### src/rtl/mux_nto1_pipe.sv
// Registered N-to-1 select with valid/ready handshake and a two-entry skid buffer.
// Optional MUX_SEL_CHECK_EN: out-of-range selects store zero and raise sticky sel_err.
//
// state   | meaning
// --------+-----------------------------------------
// S_EMPTY | no entry buffered (occ = 0)
// S_ONE   | head valid, skid free (occ = 1)
// S_FULL  | head and skid valid, in_ready low (occ = 2)
module mux_nto1_pipe #(
  parameter int WIDTH  = 5,
  parameter int NUM_IN = 2,
  parameter int SEL_W  = (NUM_IN > 2) ? $clog2(NUM_IN) : 1
) (
  input  logic                    clk,
  input  logic                    reset,
  input  logic [NUM_IN*WIDTH-1:0] in_data,
  input  logic [SEL_W-1:0]        sel,
  input  logic                    in_valid,
  output logic                    in_ready,
  input  logic                    flush,
  output logic [WIDTH-1:0]        out_data,
  output logic                    out_valid,
  input  logic                    out_ready,
  output logic [1:0]              occ,
  output logic                    sel_err
);

  typedef enum logic [1:0] {
    S_EMPTY = 2'd0,
    S_ONE   = 2'd1,
    S_FULL  = 2'd2
  } state_t;

  state_t           state, state_nx;
  logic [WIDTH-1:0] head, head_nx;
  logic [WIDTH-1:0] skid, skid_nx;
  logic [WIDTH-1:0] sel_val;
  logic             push, pop;

  assign in_ready  = ~reset & (state != S_FULL);
  assign out_valid = (state != S_EMPTY);
  assign out_data  = head;
  assign occ       = state;
  assign push      = in_valid & in_ready;
  assign pop       = out_valid & out_ready;

  // The value is chosen at push time, so later sel/in_data changes cannot disturb it.
  always_comb begin
`ifdef MUX_SEL_CHECK_EN
    sel_val = '0;
`else
    sel_val = in_data[0 +: WIDTH];
`endif
    for (int k = 0; k < NUM_IN; k++) begin
      if (sel == SEL_W'(k)) sel_val = in_data[k*WIDTH +: WIDTH];
    end
  end

  always_comb begin
    state_nx = state;
    head_nx  = head;
    skid_nx  = skid;
    if (flush) begin
      state_nx = S_EMPTY;
    end else begin
      case (state)
        S_EMPTY: begin
          if (push) begin
            state_nx = S_ONE;
            head_nx  = sel_val;
          end
        end
        S_ONE: begin
          if (push && pop) begin
            head_nx = sel_val;
          end else if (push) begin
            state_nx = S_FULL;
            skid_nx  = sel_val;
          end else if (pop) begin
            state_nx = S_EMPTY;
          end
        end
        S_FULL: begin
          if (pop) begin
            state_nx = S_ONE;
            head_nx  = skid;
          end
        end
        default: state_nx = S_EMPTY;
      endcase
    end
  end

  always_ff @(posedge clk) begin
    if (reset) begin
      state <= S_EMPTY;
      head  <= '0;
      skid  <= '0;
    end else begin
      state <= state_nx;
      head  <= head_nx;
      skid  <= skid_nx;
    end
  end

`ifdef MUX_SEL_CHECK_EN
  logic sel_oor;
  logic sel_err_q;

  assign sel_oor = (32'(sel) >= 32'(NUM_IN));
  assign sel_err = sel_err_q;

  always_ff @(posedge clk) begin
    if (reset || flush) begin
      sel_err_q <= 1'b0;
    end else if (push && sel_oor) begin
      sel_err_q <= 1'b1;
    end
  end
`else
  assign sel_err = 1'b0;
`endif

endmodule

### config.mk
export PLATFORM = sky130hd
export DESIGN_NAME = mux_nto1_pipe
export DESIGN_NICKNAME = d
export VERILOG_FILES = /design/src/rtl/mux_nto1_pipe.sv
export SDC_FILE = /design/constraint.sdc
export NUM_CORES = 1
export LEC_CHECK = 0
export ABC_AREA = 1
export BUFFER_PORTS_ARGS = -buffer_cell sky130_fd_sc_hd__buf_4
export CORE_MARGIN = 2
export CORE_UTILIZATION = 47
export DETAILED_ROUTE_END_ITERATION = 10
export GPL_TIMING_DRIVEN = 0
export HOLD_SLACK_MARGIN = 0.06
export PLACE_DENSITY = 0.77
export SYNTH_ARGS = -nofsm -noshare
export SYNTH_HDL_FRONTEND = slang
export SYNTH_SLANG_ARGS = --single-unit
### constraint.sdc
create_clock -name clk -period 1.45 [get_ports clk]
set_input_delay 0.3625 -clock clk [delete_from_list [all_inputs] [get_ports clk]]
set_output_delay 0.3625 -clock clk [all_outputs]
set_load 0.02 [all_outputs]
==> impl_metrics.tcl, run 1 <==
set metrics [dict create \
    status "completed" \
    grt_max_degree 11 \
    gp_congestion 0.834 \
    clk_pin_slew_ns 0.08 \
    whs_endpoint "occ[1]" \
    synth_seq_cells 12 \
    final_nets 153 \
    ys_warn_count 0 \
    dieArea_sq_um 1820 \
    combPwrFrac 0.202 \
    pin_count 26 \
    switching_share 0.277 \
    crit_slowest_cell "dfxtp_4" \
    grt_usage 0.216 \
    drc 0 \
    cts_root_buf "clkbuf_4" \
    dp_hpwl_mm 1.23 \
    antenna_cells 0 \
    seq_area_frac_synth 0.343 \
    grt_pass1_vias 677 \
    areaGrowthSynthToFinish_pct 37.7 \
    place_area_sq_um 892 \
    numPlacedInstances 144 \
    finalHoldViolCount 0 \
    path_class "reg -> out" \
    tritoncts "built" \
    wl_mm 1.86 \
    fin_setup_tns_ns 0 \
    fp.coreArea_sq_um 1350 \
    power_density_nw_per_um2 804 \
    rows 13 \
    hp-class "in -> reg" \
    crit_start "occ[0]" \
    fin_cells 151 \
    vias_per_cell 5.26 \
    start_util 0.519 \
    fin_crit_ns 1.41 \
    pre_cts_ws_ns 0.0303 \
    p_int_mw 0.560 \
    clkLatencyLatePin_ns 0.28 \
    regArea_sq_um 245 \
    layout-drive-gt1-share 0.324 \
    ys_types 20 \
    fill_cells 112 \
    clock.fmax_mhz 707 \
    io_buffers 23 \
    fp.dieW_um 42.6 \
    worst_slack_ns 0.0365 \
    multi_input_area_sq_um 400 \
    layout_commonest_cell "nand2_1" \
    maxCapViolCount 0 \
    wl_per_cell_um 12.3 \
    period_share 0.975 \
    vias 794 \
    layout_common_cells "28 x nand2_1, 27 x buf_4, 13 x nor2_1" \
    grt_pass1_wl_mm 2.94 \
    rsz0062_at_grt "true" \
    antenna_found_initial 0 \
    p_clk_frac 0.352 \
    syn_area_sq_um 701 \
    finClkSkew_ns 0.00533 \
    synth_nets 122 \
    reg2reg_depth 7 \
    gr-total-overflow 0 \
    die_y_um 42.6 \
    cts_buffers 3 \
    switching_power_mw 0.215 \
    setup_viol 0 \
    cts_max_level 1 \
    min_from "out_ready" \
    leakage_nw 0.478 \
    r2r_start "occ[0]" \
    max_stage_delay_ns 0.38 \
    path_cells "inv_4 -> nand2_4 -> inv_4 -> nor2_1 -> buf_4" \
    syn_avg_cell_area_sq_um 6.61 \
    endpoint_kind "output pin" \
    whs_path_depth 2 \
    power_frac_seq 0.446 \
    ff2ff_setup_slack_ns 0.11 \
    syn_inst 106 \
    worstPathMaxFanout 4 \
    final_max_slew_viol_count 0 \
    hold_ws_ns 0.261 \
    drt_iter0_markers 28 \
    crit_top_cell "inv_4" \
    hold_buffers 0 \
    stdcell_area_sq_um 965 \
    ctsLongestPathBuffers 2 \
    clkSinkCount 12 \
    vdd_drop_max_mv 0.563 \
    antenna_left 0 \
    cp.arrival_ns 1.05 \
    startpoint_type "register" \
    dr.pass1.iters 5 \
    r2r-end "skid[3]" \
    critPathRequiredTime_ns 1.09 \
]
## worst max-delay path: cells and delay by family (launching register included)
| family | cells | cell delay [ns] |
|---|---|---|
| buffers and inverters | 3 | 0.22 |
| DFF | 1 | 0.38 |
| and+or+nand+nor | 2 | 0.16 |
## cell usage after synthesis, drive strengths merged
cell,count,area share
conb,1,0.0054
a41oi,1,0.013
a21oi,5,0.036
dfxtp,12,0.34
buf,1,0.011
nor2,15,0.10
nand4,2,0.027
o21bai,1,0.011
o21ai,10,0.071
a211oi,1,0.011
inv,14,0.075
clkbuf,1,0.0054
nand3,8,0.071
nand2,29,0.17
a21boi,5,0.054
## routing by layer
layer / routed length [um] / share of wire / vias to the layer above / GRT usage
met5: 0 / 0 / - / 0
met4: 37 / 0.020 / 0 / 0.0938
met3: 89 / 0.048 / 5 / 0.0259
met2: 971 / 0.52 / 32 / 0.385
met1: 763 / 0.41 / 359 / 0.256
li1: - / - / 398 / -
## sequential cells by signal, indices dropped and copies added (netlist names)
| signal | cells |
|---|---|
| skid | 5 |
| occ | 2 |
| out_data | 5 |
## cells by family after synthesis
| kind of cell | after synthesis | share of synthesized area |
|---|---|---|
| flops | 12 | 0.343 |
| compound gates | 23 | 0.195 |
| simple gates | 54 | 0.366 |
| other cells | 1 | 0.00535 |
| buf+inv | 16 | 0.0911 |
## what timing repair did
item                                    in CTS  in global routing
setup buffers                                1                  2
pin swaps                                    1                  3
endpoints found under the setup margin       1                  6
resized for setup                            4                  2
## power by group through the flow
stage / Combinational [mW] / Clock [mW] / Sequential (mW)
2_1_floorplan: 0.0733 / 0 / 0.367
3_3_place_gp: 0.150 / 0 / 0.354
3_5_place_dp: 0.152 / 0 / 0.354
4_1_cts: 0.155 / 0.279 / 0.345
5_1_grt: 0.174 / 0.290 / 0.347
6_report: 0.157 / 0.273 / 0.346
## worst max-delay path by stage
| stage | to | slack, ns | cells past startpoint |
|---|---|---|---|
| 2_1_floorplan | in_ready | 0.06 | 4 |
| 3_3_place_gp | out_data[3] | 0.04 | 7 |
| 3_5_place_dp | out_data[3] | 0.03 | 7 |
| 4_1_cts | in_ready | 0.01 | 5 |
| 5_1_grt | out_valid | -0.007 | 3 |
| 6_report | in_ready | 0.04 | 5 |
## layout make-up
type,instances,share of cell area
clock buffers,4,0.0376
multi-input cells,78,0.415
repair buffers,26,0.202
inverters,14,0.0597
flip-flops and latches,12,0.254
plain buffers,2,0.0117
well taps,15,0.0195
## stage by stage
step	util	power [mW]
after floorplan	-	0.440
final	0.715	0.776
after global placement	0.661	0.504
after CTS	0.699	0.779
after global routing	0.715	0.811
after detailed placement	0.661	0.507
No activity file was read; power rests on OpenSTA's default activity.
==> inputs of run 2 (changes only) <==
==> constraint.sdc (replaced) <==
create_clock -name clk -period 1.45 [get_ports clk]
set_input_delay 0.0725 -clock clk [delete_from_list [all_inputs] [get_ports clk]]
set_output_delay 0.0725 -clock clk [all_outputs]
set_load 0.02 [all_outputs]
==> run 2 against run 1 <==
  * Cell count shrank 0.66%
  * Critical path type is now in -> reg
  * Fmax grew 3.7%
  * Largest power group unchanged
  * Total power grew 0.47%
  * Sequential share of layout area fell by 0.26 points
  * Sequential cell count unchanged
  * Combinational power grew 3%
  * Largest cell class unchanged
  * Cell area decreased by 1.0%
  * Register-to-register slack got worse by 0.02 ns
==> impl_metrics.tcl, run 2 (synthesized netlist as in run 1, its figures left out) <==
set metrics [dict create \
    place_area_sq_um 892 \
    critPathCapture "skid[3]" \
    grt_pass1_vias 683 \
    wl_mm 1.76 \
    r2r-end "skid[3]" \
    drt_iter0_markers 38 \
    setup_viol 0 \
    clkSinkCount 12 \
    gr-total-overflow 0 \
    ctsLongestPathBuffers 2 \
    cts_buffers 3 \
    grt_pass1_wl_mm 2.88 \
    clk_pin_slew_ns 0.08 \
    p_int_mw 0.565 \
    drc 0 \
    finalHoldViolCount 0 \
    cp.arrival_ns 1.57 \
    combPwrFrac 0.207 \
    gp_congestion 0.834 \
    power_frac_seq 0.445 \
    reg2reg_depth 7 \
    critPathRequiredTime_ns 1.66 \
    status "completed" \
    power_density_nw_per_um2 816 \
    power.total_mw 0.779 \
    path_class "in -> reg" \
    areaGrowthSynthToFinish_pct 36.3 \
    clkLatencyLatePin_ns 0.28 \
    final_nets 152 \
    rows 13 \
    fin_crit_ns 1.36 \
    io_buffers 23 \
    layout-drive-gt1-share 0.289 \
    r2r_start "occ[1]" \
    post_cts_buffers 0 \
    layout_commonest_cell "nand2_1" \
    dp_hpwl_mm 1.23 \
    fin_setup_tns_ns 0 \
    layout_common_cells "28 x nand2_1, 24 x buf_4, 13 x nor2_1" \
    grt_max_degree 11 \
    cts_root_buf "clkbuf_4" \
    final_max_slew_viol_count 0 \
    ff2ff_setup_slack_ns 0.09 \
    crit_start "reset" \
    p_clk_frac 0.349 \
    pin_count 26 \
    vias_per_cell 5.20 \
    vias 780 \
    dr.pass1.iters 4 \
    worstPathMaxFanout 10 \
    vdd_drop_max_mv 0.563 \
    fin_util 0.707 \
    period_share 0.940 \
    switching_power_mw 0.214 \
    grt_usage 0.212 \
    fp.coreArea_sq_um 1350 \
    antenna_cells 0 \
    leakage_nw 0.468 \
    tritoncts "built" \
    dieArea_sq_um 1820 \
    start_util 0.519 \
    wl_per_cell_um 11.7 \
    maxCapViolCount 0 \
    cts_max_level 1 \
    clock.fmax_mhz 734 \
    hp-class "in -> reg" \
    finClkSkew_ns 0.00450 \
    die_y_um 42.6 \
    antenna_found_initial 0 \
    startpoint_type "primary input" \
    fp.dieW_um 42.6 \
    switching_share 0.274 \
    stdcell_area_sq_um 955 \
    antenna_left 0 \
    endpoint_kind "register" \
    rsz0062_at_grt "false" \
]
==> run 2: cell count changes in the layout (fill, tap and decap cells not counted), sizes merged <==
| cell | delta |
|---|---|
| buf | -3 |
| dlygate4sd3 | +2 |
==> run 2: area by class of cell <==
type	instances	area, sq um
Clock buffer	4	36.3
Multi-Input combinational cell	78	400
Fill cell	116	395
Timing Repair Buffer	25	193
Inverter	14	55.1
Buffer	2	11.3
Sequential cell	12	240
Tap cell	15	18.8
==> run 2: per-stage QoR <==
step	worst slack, ns	cells	hold slack (ns)
6_report	0.0867	150	0.0977
5_1_grt	0.0118	150	0.119
3_5_place_dp	0.133	144	0.275
3_3_place_gp	0.148	144	0.276
2_1_floorplan	0.137	106	0.142
4_1_cts	0.0490	150	0.0884
==> run 2: power groups by stage <==
stage          Clock (mW)  Combinational [mW]  Sequential (mW)
6_report            0.272               0.161            0.346
5_1_grt             0.290               0.179            0.347
4_1_cts             0.279               0.159            0.347
3_5_place_dp            0               0.152            0.354
3_3_place_gp            0               0.150            0.354
2_1_floorplan           0              0.0733            0.367
==> run 2: worst min-delay path by stage <==
stage,cells past startpoint,start,end
final,4,flush,occ[1]
after global routing,4,flush,occ[1]
after detailed placement,2,out_ready,occ[1]
after floorplan,1,reset,skid[0]
after global placement,2,out_ready,occ[1]
after CTS,4,flush,occ[1]
==> run 2: repair_timing <==
item                                    4_1_cts  5_1_grt
hold endpoints to repair                      6        0
hold buffers                                  2        0
gates resized for setup                       0        2
endpoints found under the setup margin        0       10
==> run 2: per-layer routing <==
metal | up-vias | global-route usage | share of wire
li1 | 399 | - | -
met1 | 346 | 0.253 | 0.40
met2 | 28 | 0.375 | 0.52
met3 | 7 | 0.0259 | 0.055
met5 | - | 0 | 0
met4 | 0 | 0.0938 | 0.025
==> run 2: worst max-delay path, cell delays in order <==
cell and delay (ns):
dlygate4sd3_1 0.53, buf_4 0.17, inv_4 0.11, nand4_2 0.22
nor2_4 0.22, nand2_1 0.09, a21oi_1 0.16
